[config.mk]
export PLATFORM = sky130hd
export DESIGN_NAME = parc_inst_fetch_queue
export DESIGN_NICKNAME = d
export VERILOG_FILES = /design/src/rtl/parc_inst_fetch_queue_pkg.sv /design/src/rtl/parc_inst_fetch_queue_predecode.sv /design/src/rtl/parc_inst_fetch_queue.sv
export SDC_FILE = /design/constraint.sdc
export NUM_CORES = 1
export LEC_CHECK = 0
export ABC_AREA = 1
export BUFFER_PORTS_ARGS = -buffer_cell sky130_fd_sc_hd__buf_2
export CORE_MARGIN = 5
export CORE_UTILIZATION = 50
export CTS_CLUSTER_DIAMETER = 200
export DETAILED_ROUTE_END_ITERATION = 10
export HOLD_SLACK_MARGIN = 0.06
export MAX_ROUTING_LAYER = met4
export PLACE_DENSITY = 0.73
export SLEW_MARGIN = 20
export SYNTH_ARGS = -nofsm -noshare
export SYNTH_HDL_FRONTEND = slang
export SYNTH_SLANG_ARGS = --single-unit
[constraint.sdc]
create_clock -name clk -period 4.2 [get_ports clk]
set_clock_uncertainty 0.05 [all_clocks]
set_input_delay 0.21 -clock clk [delete_from_list [all_inputs] [get_ports clk]]
set_output_delay 0.21 -clock clk [all_outputs]
set_load 0.03 [all_outputs]
[src/rtl/parc_inst_fetch_queue_pkg.sv]
// Shared PARC instruction-message fields and fetch-queue predecode bit positions.
// Used by parc_inst_fetch_queue (optional PARC_IFQ_BYPASS_EN) and parc_inst_predecode.
package parc_inst_fetch_queue_pkg;

  localparam int PARC_INST_MSG_SZ     = 32;

  localparam int PARC_IFQ_PDEC_BRANCH = 0;
  localparam int PARC_IFQ_PDEC_JUMP   = 1;
  localparam int PARC_IFQ_PDEC_MEM    = 2;
  localparam int PARC_IFQ_PDEC_MULDIV = 3;
  localparam int PARC_IFQ_PDEC_SZ     = 4;

  typedef logic [5:0] parc_field_t;

  function automatic parc_field_t parc_inst_msg_opcode(input logic [PARC_INST_MSG_SZ-1:0] inst);
    return inst[31:26];
  endfunction

  function automatic parc_field_t parc_inst_msg_func(input logic [PARC_INST_MSG_SZ-1:0] inst);
    return inst[5:0];
  endfunction

endpackage

[src/rtl/parc_inst_fetch_queue_predecode.sv]
// Combinational predecode of a PARC instruction into control-class bits
// {is_muldiv, is_mem, is_jump, is_branch}.
module parc_inst_predecode
  import parc_inst_fetch_queue_pkg::*;
(
  input  logic [PARC_INST_MSG_SZ-1:0] inst,
  output logic [PARC_IFQ_PDEC_SZ-1:0] pdec
);

  parc_field_t opcode_s;
  parc_field_t func_s;

  assign opcode_s = parc_inst_msg_opcode(inst);
  assign func_s   = parc_inst_msg_func(inst);

  // Classify by opcode; SPECIAL (opcode 0) only matters for JR/JALR.
  always_comb begin
    pdec = {PARC_IFQ_PDEC_SZ{1'b0}};
    case (opcode_s)
      6'b000001, 6'b000100, 6'b000101,
      6'b000110, 6'b000111: pdec[PARC_IFQ_PDEC_BRANCH] = 1'b1;
      6'b000010, 6'b000011: pdec[PARC_IFQ_PDEC_JUMP]   = 1'b1;
      6'b000000: begin
        if ((func_s == 6'b001000) || (func_s == 6'b001001)) begin
          pdec[PARC_IFQ_PDEC_JUMP] = 1'b1;
        end else begin
          pdec[PARC_IFQ_PDEC_JUMP] = 1'b0;
        end
      end
      6'b011100: pdec[PARC_IFQ_PDEC_MULDIV] = 1'b1;
      default: begin
        if (opcode_s[5:4] == 2'b10) begin
          pdec[PARC_IFQ_PDEC_MEM] = 1'b1;
        end else begin
          pdec[PARC_IFQ_PDEC_MEM] = 1'b0;
        end
      end
    endcase
  end

endmodule

[src/rtl/parc_inst_fetch_queue.sv]
// Instruction fetch queue between imem and decode, predecoding on enqueue.
// Define PARC_IFQ_BYPASS_EN to let an empty queue pass enq straight to deq.
module parc_inst_fetch_queue
  import parc_inst_fetch_queue_pkg::*;
#(
  parameter int DEPTH = 4
) (
  input  logic                          clk,
  input  logic                          reset,
  input  logic                          flush,
  input  logic                          enq_val,
  output logic                          enq_rdy,
  input  logic [31:0]                   enq_pc,
  input  logic [PARC_INST_MSG_SZ-1:0]   enq_inst,
  output logic                          deq_val,
  input  logic                          deq_rdy,
  output logic [31:0]                   deq_pc,
  output logic [PARC_INST_MSG_SZ-1:0]   deq_inst,
  output logic [PARC_IFQ_PDEC_SZ-1:0]   deq_pdec,
  output logic [$clog2(DEPTH+1)-1:0]    count
);

  localparam int AW = $clog2(DEPTH);
  localparam int CW = $clog2(DEPTH+1);

  logic [AW-1:0] head_q, head_d;
  logic [AW-1:0] tail_q, tail_d;
  logic [CW-1:0] count_q, count_d;

  logic [31:0]                 ent_pc_q   [DEPTH];
  logic [PARC_INST_MSG_SZ-1:0] ent_inst_q [DEPTH];
  logic [PARC_IFQ_PDEC_SZ-1:0] ent_pdec_q [DEPTH];

  logic [PARC_IFQ_PDEC_SZ-1:0] enq_pdec_s;
  logic empty_s, full_s, byp_s;
  logic enq_fire_s, deq_fire_s, wr_s, pop_s;

  parc_inst_predecode u_predecode (
    .inst (enq_inst),
    .pdec (enq_pdec_s)
  );

  assign empty_s = (count_q == {CW{1'b0}});
  assign full_s  = (count_q == CW'(DEPTH));

`ifdef PARC_IFQ_BYPASS_EN
  assign byp_s = empty_s;
`else
  assign byp_s = 1'b0;
`endif

  // Handshakes and head-of-queue presentation; bypass path shares the enq predecoder.
  always_comb begin
    enq_rdy = reset && !flush && !full_s;
    if (byp_s) begin
      deq_val  = reset && !flush && enq_val;
      deq_pc   = enq_pc;
      deq_inst = enq_inst;
      deq_pdec = enq_pdec_s;
    end else begin
      deq_val  = reset && !flush && !empty_s;
      deq_pc   = ent_pc_q[head_q];
      deq_inst = ent_inst_q[head_q];
      deq_pdec = ent_pdec_q[head_q];
    end
    enq_fire_s = enq_val && enq_rdy;
    deq_fire_s = deq_val && deq_rdy;
    // A bypassed instruction consumed the same cycle is never stored.
    wr_s  = enq_fire_s && !(byp_s && deq_rdy);
    pop_s = deq_fire_s && !byp_s;
  end

  // Pointer and occupancy next-state; flush wipes the queue in one cycle.
  always_comb begin
    head_d  = head_q;
    tail_d  = tail_q;
    count_d = count_q;
    if (flush) begin
      head_d  = {AW{1'b0}};
      tail_d  = {AW{1'b0}};
      count_d = {CW{1'b0}};
    end else begin
      if (wr_s) begin
        tail_d = tail_q + AW'(1);
      end else begin
        tail_d = tail_q;
      end
      if (pop_s) begin
        head_d = head_q + AW'(1);
      end else begin
        head_d = head_q;
      end
      case ({wr_s, pop_s})
        2'b10:   count_d = count_q + CW'(1);
        2'b01:   count_d = count_q - CW'(1);
        default: count_d = count_q;
      endcase
    end
  end

  // Control state registers with synchronous active-low reset.
  always_ff @(posedge clk) begin
    if (!reset) begin
      head_q  <= {AW{1'b0}};
      tail_q  <= {AW{1'b0}};
      count_q <= {CW{1'b0}};
    end else begin
      head_q  <= head_d;
      tail_q  <= tail_d;
      count_q <= count_d;
    end
  end

  // Entry storage; contents are intentionally left unreset.
  always_ff @(posedge clk) begin
    if (wr_s) begin
      ent_pc_q[tail_q]   <= enq_pc;
      ent_inst_q[tail_q] <= enq_inst;
      ent_pdec_q[tail_q] <= enq_pdec_s;
    end
  end

  assign count = reset ? count_q : {CW{1'b0}};

endmodule

==> summary.log <==
[grt] maximum number of pins on one net before global-route repair 137
[synthesis] average instance area after synthesis 14.2 um2
[floorplan] Vert. Die Dim 156 um
[setup_path] slowest stage cell, crit path sky130_fd_sc_hd__inv_6
[power] leakage component of the power 4.78 nW
[sta] final max-slew violation count 0
[setup_path] required time worst endpoint 3.94 ns
[synthesis] count of cell types in the netlist 26
[power] IR Drop Worst-Case VDD 309 uV
[grt] total overflow reported by the global router 0
[cts] deepest clock path buffer count 3
[route] number of violations reported at the end of detailed-routing iteration 0 511
[synthesis] async set-reset flop share out of synthesis 0%
[synthesis] flip-flop and latch count after synthesis 281
[synthesis] synthesis warning total 0
[grt] number of antenna violations at the first check in global routing 0
[place] placed cell areas 11,600 um2
[floorplan] area enclosed by the die boundary 24,400 um2
[floorplan] Core Area 21,000 um2
[layout] Filler Cell Count 1,541
[setup_path] Max Fanout on Critical Path 136
[cts] clk root buf sky130_fd_sc_hd__clkbuf_16
[synthesis] Yosys top cell by area sky130_fd_sc_hd__edfxtp_1
[layout] Ant. Diodes 0
[place] last weighted congestion value of the routability-driven placer 0.801
[sta] slew at the pin closest to its max-slew limit 1.03 ns
[sta] f_max 340 MHz
[setup_path] cell family with most CP delay buffers and inverters
[floorplan] Site Rows 53
[sta] setup violation total in the final timing report 0
[synthesis] Synth area leaders sky130_fd_sc_hd__edfxtp_1 76%, sky130_fd_sc_hd__o21ai_0 6.2%, sky130_fd_sc_hd__nor2_1 5.4%, sky130_fd_sc_hd__o22ai_1 4.0%, sky130_fd_sc_hd__dfxtp_1 1.7%
[sta] minimum clock period after layout 2.94 ns
[outcome] result of the run finished clean
[cts] clock latency reported for the late side of the worst-skew pair 0.52 ns
[grt] via count of the first global-routing pass 6,851
[floorplan] I/O pin total 142
[cts] post-CTS clock slew at the launch and capture registers of the worst setup and hold paths 0.06 ns
[route] total via count in the routed design 6,720
[power] part of the total power dissipated in sequential elements 52.2%
[place] worst slack at placement 1.81 ns
[setup_path] crit path capture type output pin
[route] mean number of vias per cell 5.35
[layout] Area growth syn-to-layout 24.2%
[layout] non-filler cells in the finished layout 1,257
[place] IO buf count 141
[cts] number of buffers created by CTS 28
[route] total detailed-routing wirelength 22.6 mm
[cts] clock sinks 281
[setup_path] WP buf/inv 2
[setup_path] Worst EP arrival 2.68 ns
[min_path] path class of the lowest-slack min-delay path input pin to flip-flop
[synthesis] commonest cells in the netlist 272 x sky130_fd_sc_hd__edfxtp_1, 154 x sky130_fd_sc_hd__nor2_1, 133 x sky130_fd_sc_hd__o21ai_0
[cts] CTS tree yes
[grt] global-route wire length before repair 35.5 mm
[synthesis] number of nets produced by synthesis 828
[grt] Total GRT Usage 18.7%
[route] DRC violation count after routing 0
[setup_path] critical path's largest stage delay 0.64 ns
[sta] smallest hold slack 0.112 ns
[route] number of iterations in the first detailed-routing pass 5
[cts] number of gates given a new drive strength after cts 0
[sta] setup TNS 0 ns
[synthesis] count of flip-flops with a built-in enable after synthesis 272
[cts] Max H-tree Level 1
[power] combinational share of power 4.0%
[job] number of max-cap violations 0
[place] detailed placer's ending HPWL 12.4 mm
[setup_path] startpoint class of the critical path flip-flop
[sta] setup repair after global routing missed its margin false
[sta] fin crit share 69.9%
[layout] fin util 63.2%
[setup_path] critical setup path kind flip-flop to output pin
[power] fraction of power spent switching nets 19.0%
[sta] final count of hold timing violations 0
[layout] area of all placed cells without fillers 13,300 um2
[power] Total Power 5.94 mW
[floorplan] Die W 156 um
[sta] worst slew margin relative to its limit 31.5%
[power] power density over the cells 448 nW/um2
[synthesis] leading register cell type out of synthesis sky130_fd_sc_hd__edfxtp_1
[place] placed cells 1,136
[route] routed wirelength normalized by instance count 18.0 um
[route] final antenna-violating net count 0
[power] portion of total power attributed to the clock network 43.8%
[layout] Post-layout nets 1,036
[power] Internal Pwr Total 4.82 mW
[synthesis] part of the Yosys area used for sequential elements 78.1%
[sta] PnR worst setup slack 1.26 ns
[power] power spent charging and discharging nets 1.13 mW
[floorplan] initial cell density of the core 50.9%
[synthesis] area fraction of the dominant cell type after synthesis 76.4%
[synthesis] most repeated cell in the gate-level netlist after synthesis sky130_fd_sc_hd__edfxtp_1
[synthesis] synthesized instance count 753
[synthesis] post-synthesis instance area 10,700 um2
[setup_path] cell-by-cell trace of the critical path inv_6, o21ai_0, o22ai_1, buf_2
[layout] layout cells sized above 1 21.0%
==> cells by family after synthesis <==
family,synth area share (%)
compound gates,10.9
fa+ha+maj,0.772
buf+inv,3.37
flops,78.1
simple gates,6.91
==> what timing repair did <==
action,in CTS,in global routing
hold endpoints to repair,269,0
hold buffers,70,0
buffers inserted,0,0
==> state kept, by name, indices dropped and copies added (netlist names), named ones only <==
| register | cells |
|---|---|
| ent_pc_q | 128 |
| count_q | 3 |
| ent_inst_q | 128 |
| ent_pdec_q | 16 |
| tail_q | 2 |
| head_q | 2 |
==> power groups by stage <==
| stage | clock, mW | sequential, mW | combinational [mW] |
|---|---|---|---|
| finish | 2.60 | 3.10 | 0.238 |
| global route | 2.77 | 3.10 | 0.258 |
| CTS | 2.64 | 3.10 | 0.239 |
| detailed placement | 0 | 3.16 | 0.188 |
| global placement | 0 | 3.16 | 0.185 |
| floorplan | 0 | 3.17 | 0.0894 |
==> layer usage <==
metal | GRT usage (%) | routed length [um]
met1 | 24.7 | 9330
met2 | 30.8 | 11200
met3 | 2.90 | 1630
met4 | 5.04 | 448
met5 | - | 0
==> placed cells by master, fill, tap and decap left out, types with 2 or more instances in the layout <==
cell / n
sky130_fd_sc_hd__nor2_4: 4
sky130_fd_sc_hd__nor3_1: 2
sky130_fd_sc_hd__inv_1: 23
sky130_fd_sc_hd__bufinv_16: 6
sky130_fd_sc_hd__buf_2: 141
sky130_fd_sc_hd__ha_1: 5
sky130_fd_sc_hd__o22ai_1: 68
sky130_fd_sc_hd__edfxtp_1: 272
sky130_fd_sc_hd__a21oi_1: 5
sky130_fd_sc_hd__nand2_1: 18
sky130_fd_sc_hd__dlygate4sd3_1: 70
sky130_fd_sc_hd__o21ai_1: 6
sky130_fd_sc_hd__clkbuf_16: 29
sky130_fd_sc_hd__clkbuf_1: 6
sky130_fd_sc_hd__nand3_1: 2
sky130_fd_sc_hd__clkinv_2: 6
sky130_fd_sc_hd__nor2_1: 150
sky130_fd_sc_hd__inv_2: 2
sky130_fd_sc_hd__o21ai_0: 133
sky130_fd_sc_hd__buf_4: 9
sky130_fd_sc_hd__dfxtp_1: 7
sky130_fd_sc_hd__nand4_1: 3
sky130_fd_sc_hd__clkinv_1: 4
==> tightest hold or removal path, stage by stage <==
cell and delay (ns):
sky130_fd_sc_hd__buf_2 0.12, sky130_fd_sc_hd__inv_1 0.14, sky130_fd_sc_hd__nor2_8 0.07, sky130_fd_sc_hd__nand2_1 0.06, sky130_fd_sc_hd__nor2_1 0.03
==> final timing paths <==
kind / start / to / slack, ns / cells past startpoint
hold / removal: reset / count_q[2]$_SDFFE_PP0P_ / 0.11 / 5
hold reg to reg: count_q[0]$_SDFFE_PP0P_ / count_q[0]$_SDFFE_PP0P_ / 0.53 / 2
setup / recovery: flip-flop / deq_pdec[0] / 1.26 / 4
setup reg to reg: count_q[1]$_SDFFE_PP0P_ / ent_pc_q[3][21]$_DFFE_PP_ / 1.93 / 5
==> area by class of cell <==
class / count / area, um2 / share of cell area [%]
inverters: 26 / 103 / 0.773
clock inverters: 16 / 225 / 1.70
flip-flops and latches: 281 / 8350 / 62.9
well taps: 275 / 344 / 2.59
clock buffers: 35 / 748 / 5.63
repair buffers: 221 / 1490 / 11.3
multi-input cells: 403 / 2010 / 15.2
No activity file was read; power rests on OpenSTA's default activity.
